--- src/rtl/uart_apb_sequencer.sv ---
// uart_apb_sequencer: sole APB master for the CoreUARTapb port (config, TX, RX).
// Define UART_ERRSTAT_EN to add a STATUS read after each RX byte and the rx_err output.
module uart_apb_sequencer #(
  parameter logic [12:0] BAUD_INIT  = 13'd1,
  parameter logic [2:0]  MODE_INIT  = 3'b001,
  parameter int unsigned HOLDOFF    = 2,
  parameter int unsigned PREADY_TMO = 255
) (
  input  logic        PCLK,
  input  logic        PRESET,
  input  logic        cfg_load,
  input  logic [12:0] cfg_baud,
  input  logic [2:0]  cfg_mode,
  output logic        cfg_busy,
  input  logic [7:0]  tx_data,
  input  logic        tx_valid,
  output logic        tx_ready,
  output logic [7:0]  rx_data,
  output logic        rx_valid,
  input  logic        rx_ready,
`ifdef UART_ERRSTAT_EN
  output logic [2:0]  rx_err,
`endif
  output logic        apb_err,
  output logic [4:0]  M_PADDR,
  output logic        M_PSEL,
  output logic        M_PENABLE,
  output logic        M_PWRITE,
  output logic [7:0]  M_PWDATA,
  input  logic [7:0]  M_PRDATA,
  input  logic        M_PREADY,
  input  logic        M_PSLVERR,
  input  logic        UART_TXRDY,
  input  logic        UART_RXRDY
);

  localparam int TW = $clog2(PREADY_TMO + 1);
  localparam int HW = (HOLDOFF > 0) ? $clog2(HOLDOFF + 1) : 1;
  localparam logic [TW-1:0] TMO_LAST = TW'(PREADY_TMO - 1);
  localparam logic [HW-1:0] HOLD_RLD = HW'(HOLDOFF);

  typedef enum logic [2:0] {
    S_IDLE, S_CFG1, S_CFG2, S_TXW, S_RXR, S_STS
  } state_e;

  state_e        state_q, state_d;
  logic          acc_q, acc_d;
  logic [TW-1:0] tmo_q, tmo_d;
  logic [HW-1:0] txh_q, txh_d, rxh_q, rxh_d;
  logic          txf_q, txf_d;
  logic [7:0]    txb_q, txb_d;
  logic          rxv_q, rxv_d;
  logic [7:0]    rxb_q, rxb_d;
  logic          err_q, err_d;
  logic          pend_q, pend_d;
  logic [12:0]   pbaud_q, pbaud_d, baud_q, baud_d;
  logic [2:0]    pmode_q, pmode_d, mode_q, mode_d;
  logic          last_tx_q, last_tx_d;
  logic [2:0]    rxe_q, rxe_d;
  logic          done, fail, tx_el, rx_el;

  assign cfg_busy = pend_q || state_q == S_CFG1 || state_q == S_CFG2;
  assign tx_ready = !txf_q && !cfg_busy;
  assign rx_data  = rxb_q;
  assign rx_valid = rxv_q;
  assign apb_err  = err_q;
`ifdef UART_ERRSTAT_EN
  assign rx_err   = rxe_q;
`endif
  assign M_PSEL    = state_q != S_IDLE;
  assign M_PENABLE = acc_q;

  assign done  = acc_q && (M_PREADY || tmo_q == TMO_LAST);
  assign fail  = !M_PREADY || M_PSLVERR;
  assign tx_el = txf_q && UART_TXRDY && txh_q == '0;
  assign rx_el = !rxv_q && UART_RXRDY && rxh_q == '0;

  always_comb begin
    M_PADDR  = 5'h00;
    M_PWRITE = 1'b0;
    M_PWDATA = 8'h00;
    unique case (state_q)
      S_CFG1: begin
        M_PADDR  = 5'h08;
        M_PWRITE = 1'b1;
        M_PWDATA = baud_q[7:0];
      end
      S_CFG2: begin
        M_PADDR  = 5'h0C;
        M_PWRITE = 1'b1;
        M_PWDATA = {baud_q[12:8], mode_q};
      end
      S_TXW: begin
        M_PWRITE = 1'b1;
        M_PWDATA = txb_q;
      end
      S_RXR:   M_PADDR = 5'h04;
      S_STS:   M_PADDR = 5'h10;
      default: ;
    endcase
  end

  always_comb begin
    state_d   = state_q;
    acc_d     = acc_q;
    tmo_d     = tmo_q;
    txh_d     = (txh_q != '0) ? txh_q - HW'(1) : '0;
    rxh_d     = (rxh_q != '0) ? rxh_q - HW'(1) : '0;
    txf_d     = txf_q;
    txb_d     = txb_q;
    rxv_d     = rxv_q && !rx_ready;
    rxb_d     = rxb_q;
    err_d     = err_q;
    pend_d    = pend_q;
    pbaud_d   = pbaud_q;
    pmode_d   = pmode_q;
    baud_d    = baud_q;
    mode_d    = mode_q;
    last_tx_d = last_tx_q;
    rxe_d     = rxe_q;

    if (state_q == S_IDLE) begin
      if (pend_q) begin
        state_d = S_CFG1;
        pend_d  = 1'b0;
        baud_d  = pbaud_q;
        mode_d  = pmode_q;
      end else if (tx_el && (!rx_el || !last_tx_q)) begin
        state_d   = S_TXW;
        last_tx_d = 1'b1;
      end else if (rx_el) begin
        state_d   = S_RXR;
        last_tx_d = 1'b0;
      end
    end else if (!acc_q) begin
      acc_d = 1'b1;
      tmo_d = '0;
    end else if (!done) begin
      tmo_d = tmo_q + TW'(1);
    end else begin
      acc_d   = 1'b0;
      state_d = S_IDLE;
      err_d   = err_q || fail;
      unique case (state_q)
        S_CFG1: state_d = S_CFG2;
        S_TXW: begin
          txf_d = 1'b0;
          txh_d = HOLD_RLD;
        end
        S_RXR: begin
          if (!fail) rxb_d = M_PRDATA;
`ifdef UART_ERRSTAT_EN
          if (!fail) state_d = S_STS;
          else       rxh_d   = HOLD_RLD;
`else
          rxv_d = !fail;
          rxh_d = HOLD_RLD;
`endif
        end
        S_STS: begin
          rxh_d = HOLD_RLD;
          if (!fail) begin
            rxv_d = 1'b1;
            rxe_d = M_PRDATA[4:2];
          end
        end
        default: ;
      endcase
    end

    if (tx_valid && tx_ready) begin
      txf_d = 1'b1;
      txb_d = tx_data;
    end
    // A new request supersedes any pending one and clears the sticky error.
    if (cfg_load) begin
      pend_d  = 1'b1;
      pbaud_d = cfg_baud;
      pmode_d = cfg_mode;
      err_d   = acc_q && done && fail;
    end
  end

  always_ff @(posedge PCLK) begin
    if (PRESET) begin
      state_q   <= S_IDLE;
      acc_q     <= 1'b0;
      tmo_q     <= '0;
      txh_q     <= '0;
      rxh_q     <= '0;
      txf_q     <= 1'b0;
      txb_q     <= 8'h00;
      rxv_q     <= 1'b0;
      rxb_q     <= 8'h00;
      err_q     <= 1'b0;
      pend_q    <= 1'b1;
      pbaud_q   <= BAUD_INIT;
      pmode_q   <= MODE_INIT;
      baud_q    <= BAUD_INIT;
      mode_q    <= MODE_INIT;
      last_tx_q <= 1'b1;
      rxe_q     <= 3'b000;
    end else begin
      state_q   <= state_d;
      acc_q     <= acc_d;
      tmo_q     <= tmo_d;
      txh_q     <= txh_d;
      rxh_q     <= rxh_d;
      txf_q     <= txf_d;
      txb_q     <= txb_d;
      rxv_q     <= rxv_d;
      rxb_q     <= rxb_d;
      err_q     <= err_d;
      pend_q    <= pend_d;
      pbaud_q   <= pbaud_d;
      pmode_q   <= pmode_d;
      baud_q    <= baud_d;
      mode_q    <= mode_d;
      last_tx_q <= last_tx_d;
      rxe_q     <= rxe_d;
    end
  end

endmodule

--- config.mk ---
export PLATFORM = sky130hd
export DESIGN_NAME = uart_apb_sequencer
export DESIGN_NICKNAME = d
export VERILOG_FILES = /design/src/rtl/uart_apb_sequencer.sv
export SDC_FILE = /design/constraint.sdc
export NUM_CORES = 1
export LEC_CHECK = 0
export ABC_AREA = 1
export BUFFER_PORTS_ARGS = -buffer_cell sky130_fd_sc_hd__clkbuf_2
export CAP_MARGIN = 20
export CORE_MARGIN = 1
export CORE_UTILIZATION = 47
export CTS_CLUSTER_DIAMETER = 60
export DETAILED_ROUTE_END_ITERATION = 10
export GPL_ROUTABILITY_DRIVEN = 0
export PLACE_DENSITY = 0.82
export SKIP_LAST_GASP = 1
export SLEW_MARGIN = 10
export SYNTH_ARGS = -nofsm -noshare
export SYNTH_HDL_FRONTEND = slang
export SYNTH_SLANG_ARGS = --single-unit
export TNS_END_PERCENT = 20
--- constraint.sdc ---
create_clock -name PCLK -period 3.7 [get_ports PCLK]
set_input_delay 0.185 -clock PCLK [delete_from_list [all_inputs] [get_ports PCLK]]
set_output_delay 0.185 -clock PCLK [all_outputs]
set_load 0.05 [all_outputs]
==> flow_summary.yaml <==
status:
  outcome: "finished, final reports clean"
synth:
  yosysWarnings: 0
  synth.lib_cells_used.distinct: 26
  synth_area_in_adders_pct: 0.834
  synth_edf_count: 0
  asyncSetResetFlopFracSynth_pct: 0
  synth.top_cells.by_count: "nand2_1, nor2_1, dfxtp_1, inv_1, a21oi_1"
  yosys-mux-area-fraction_pct: 0
  synth.top_cell.area_share_pct: 46.0
  postSynth.topFlopCell: "dfxtp_1"
  post_synth_and_or_nand_nor_area_fraction_pct: 28.0
  compound_cell_area_share_of_the_yosys_netlist_pct: 14.3
  ys_seq_elements: 69
  synth.largest_area_cell: "dfxtp_1"
  netlist_instances: 425
  average_cell_area_after_synthesis_um2: 7.06
  synth_area_leaders: "dfxtp_1, nand2_1, nor2_1, inv_1, a21oi_1"
  yosys.cell_count.top_type: "nand2_1"
  yosysSeqAreaShare_pct: 46.0
  mappedNetlistArea_mm2: 0.00300
  synth_xor_xnor_area_share_pct: 0.876
  main_combinational_cell_family_by_area_after_synthesis: "simple AND/OR/NAND/NOR gates"
cts:
  clock_sink_count: 69
  cts_post_setup_buffers_inserted: 0
  clk_tree_root_cell: "clkbuf_8"
  clk_latency_ns: 0.34
  clock_tree.buffer_depth: 2
  postCtsHoldBufs: 0
  clkSlewWorstSetupHoldPaths_ns: 0.08
  h-tree-depth: 3
  cts_resized: 0
  tritoncts: "done"
  clock_buffer_count_from_cts: 9
die:
  std_cell_rows: 28
  fp.dieH_um: 81.9
  design.core.area_mm2: 0.00603
  die-width_um: 81.9
  floorplan.initialDensity_pct: 49.8
  pin_count: 69
  dieArea_mm2: 0.00671
detailed_routing:
  drtPass1Iterations: 4
  wl_per_cell_um: 11.6
  vias_after_detailed_routing: 2810
  vias_per_cell: 4.96
  count_of_antenna_violating_nets_left_after_detailed_routing: 0
  post-route-drc-count: 0
  drt_first_iter_violations: 194
  detail_route.wirelength_um: 6590
power_and_ir_drop:
  pwr_density_cell_mw_per_mm2: 707
  worst_ir_drop_vdd_mv: 0.417
  power.leakage_uw: 0.00163
timing:
  clock-skew-final_ns: 0.00860
  min_period_ns: 2.09
  worst_slew_pin_slew_ns: 0.782
  final_hold_viol_count: 0
  grt_setup_unrepaired: "no"
  slew-limit-headroom_pct: 47.4
  max_freq_ghz: 0.478
  finalMaxSlewViolations: 0
  layout_worst_path_cycle_share_pct: 56.5
  fin_setup_tns_ns: 0
  setup_viol_count_final: 0
critical_path:
  required_ns: 3.51
  timing.critical_path.cells: "inv_2 -> nor2_1 -> nand2_1 -> o221ai_1 -> clkbuf_2"
  crit_buf_inv: 2
  crit_path_start_kind: "flip-flop"
  arrival_ns: 1.91
  worst_setup_path_endpoint: "M_PWDATA[1]"
  cpMaxStageDelayCell: "nor2_1"
  setup.worst_path.start: "state_q[0]"
  startpoint_of_the_worst_slack_reg_to_reg_timing_path: "tmo_q[3]"
  number_of_cells_on_the_worst_reg_to_reg_path: 9
  worst-path-stages: 5
  cpPeakStageDelay_ns: 0.48
  rrSetupSlack_ns: 1.79
  path_delay_family: "simple AND/OR/NAND/NOR gates"
  reg2reg_to: "rx_data[1]"
  crit_path_max_fanout: 9
  critical_path.endpoint_type: "output port"
  path_class: "flip-flop to output port"
placed_design:
  place_area_mm2: 0.00336
  detailedPlacementHpwl_um: 4790
  dp.cells: 550
  numPortBuffers: 66
grt:
  use_met3_pct: 3.67
  grt_antenna_before_repair: 0
  first_pass_grt_wire_length_um: 11000
  groute.usage.overall_pct: 21.0
  grt_start_max_net_pins: 31
  grt-ovfl-total: 0
  global_route_track_usage_on_met2_pct: 33.5
  top_usage_layer: "met2"
  first_global_vias: 2496
  gr-usage-met1_pct: 28.2
cells_and_area:
  fin_nets: 529
  layout-drive-gt1-share_pct: 18.7
  postLayoutCellArea_mm2: 0.00355
  number_of_filler_instances_in_the_final_layout: 554
  antennaDiodeCount: 0
  postLayoutCoreUtil_pct: 58.8
  layout-area-overhead-vs-synth_pct: 18.2
  instances_no_fill: 566
job:
  max_cap_violations: 0
min_path:
  hold_path_class: "input pin to flip-flop"
## sequential cells by signal (all words and copies together), names as in the netlist, 3 cells and up
register and count:
tmo_q 8, pbaud_q 13, rx_data 8, txb_q 8
baud_q 13, pmode_q 3, mode_q 3, state_q 3
## where the power goes
| part | internal, uW | leakage [uW] | switching (uW) |
|---|---|---|---|
| Combinational | 237 | 0.000980 | 746 |
| Clock | 278 | 0.0000836 | 282 |
| Sequential | 879 | 0.000566 | 85.7 |
## per-layer routing
layer | vias to the layer above | wire [um]
met1 | 1251 | 3050
met2 | 81 | 3020
met5 | - | 0
li1 | 1470 | -
met4 | 0 | 86
met3 | 8 | 431
## logic make-up (layout without fill, tap and decap cells)
kind of cell,after synthesis,in the layout
AO/OA/AOI/OAI,79,79
flip-flops,69,69
buffers and inverters,71,136
XOR/XNOR,3,3
AND/OR/NAND/NOR,200,200
other,1,2
adder cells (fa/ha/maj),2,2
## metrics by stage
step / power (uW) / hold slack, ns / worst slack, ns
5_1_grt: 2670 / 0.0704 / 1.49
2_1_floorplan: 1750 / 0.311 / 1.67
3_5_place_dp: 1960 / 0.410 / 1.81
4_1_cts: 2510 / 0.0685 / 1.61
3_3_place_gp: 1940 / 0.406 / 1.76
6_report: 2510 / 0.0667 / 1.61
## worst register-to-register path: stages (launching register included)
cell	delay (ns)
dfxtp_1	0.40
nand2_1	0.11
nor2_1	0.19
nand2_1	0.08
nand2_1	0.08
nand2_1	0.14
inv_1	0.31
nand2_1	0.27
nand2_1	0.14
a21oi_1	0.07
## layout make-up
| cell class | instances | area [um^2] | area share [%] |
|---|---|---|---|
| Inverter | 53 | 199 | 5.61 |
| Multi-Input combinational cell | 286 | 1330 | 37.4 |
| Clock buffer | 11 | 151 | 4.27 |
| Sequential cell | 69 | 1380 | 39.0 |
| Tap cell | 75 | 93.8 | 2.65 |
| Timing Repair Buffer | 67 | 358 | 10.1 |
| Clock inverter | 5 | 35.0 | 0.988 |
## cells in the final DEF (no fill, tap or decap)
cell,netlist,routed
nand2_1,89,89
nor2_1,72,72
dfxtp_1,69,69
clkbuf_2,0,66
inv_1,49,49
a21oi_1,36,36
o21ai_0,33,33
nand3_1,25,25
clkbuf_8,0,11
o221ai_1,7,7
nand4_1,4,4
clkinvlp_4,0,4
nor3_1,3,3
xor2_1,3,3
inv_2,2,2
nand2_2,2,2
nand3_2,2,2
clkinv_1,2,2
o211ai_1,2,2
ha_1,2,2
conb_1,1,2
nand2_4,1,1
nor2_2,1,1
nor4_4,1,1
o22ai_1,1,1
clkinv_2,0,1
buf_16,0,1
## worst min-delay path by stage
stage	startpoint	to	slack, ns	depth (start not counted)
floorplan	cfg_baud[0]	pbaud_q[0]	0.31	2
global placement	cfg_baud[11]	pbaud_q[11]	0.41	3
detailed placement	cfg_mode[0]	pmode_q[0]	0.41	3
CTS	cfg_mode[0]	pmode_q[0]	0.07	3
global route	cfg_baud[5]	pbaud_q[5]	0.07	3
finish	cfg_mode[2]	pmode_q[2]	0.07	3
Power figures use the tool's default switching activity.
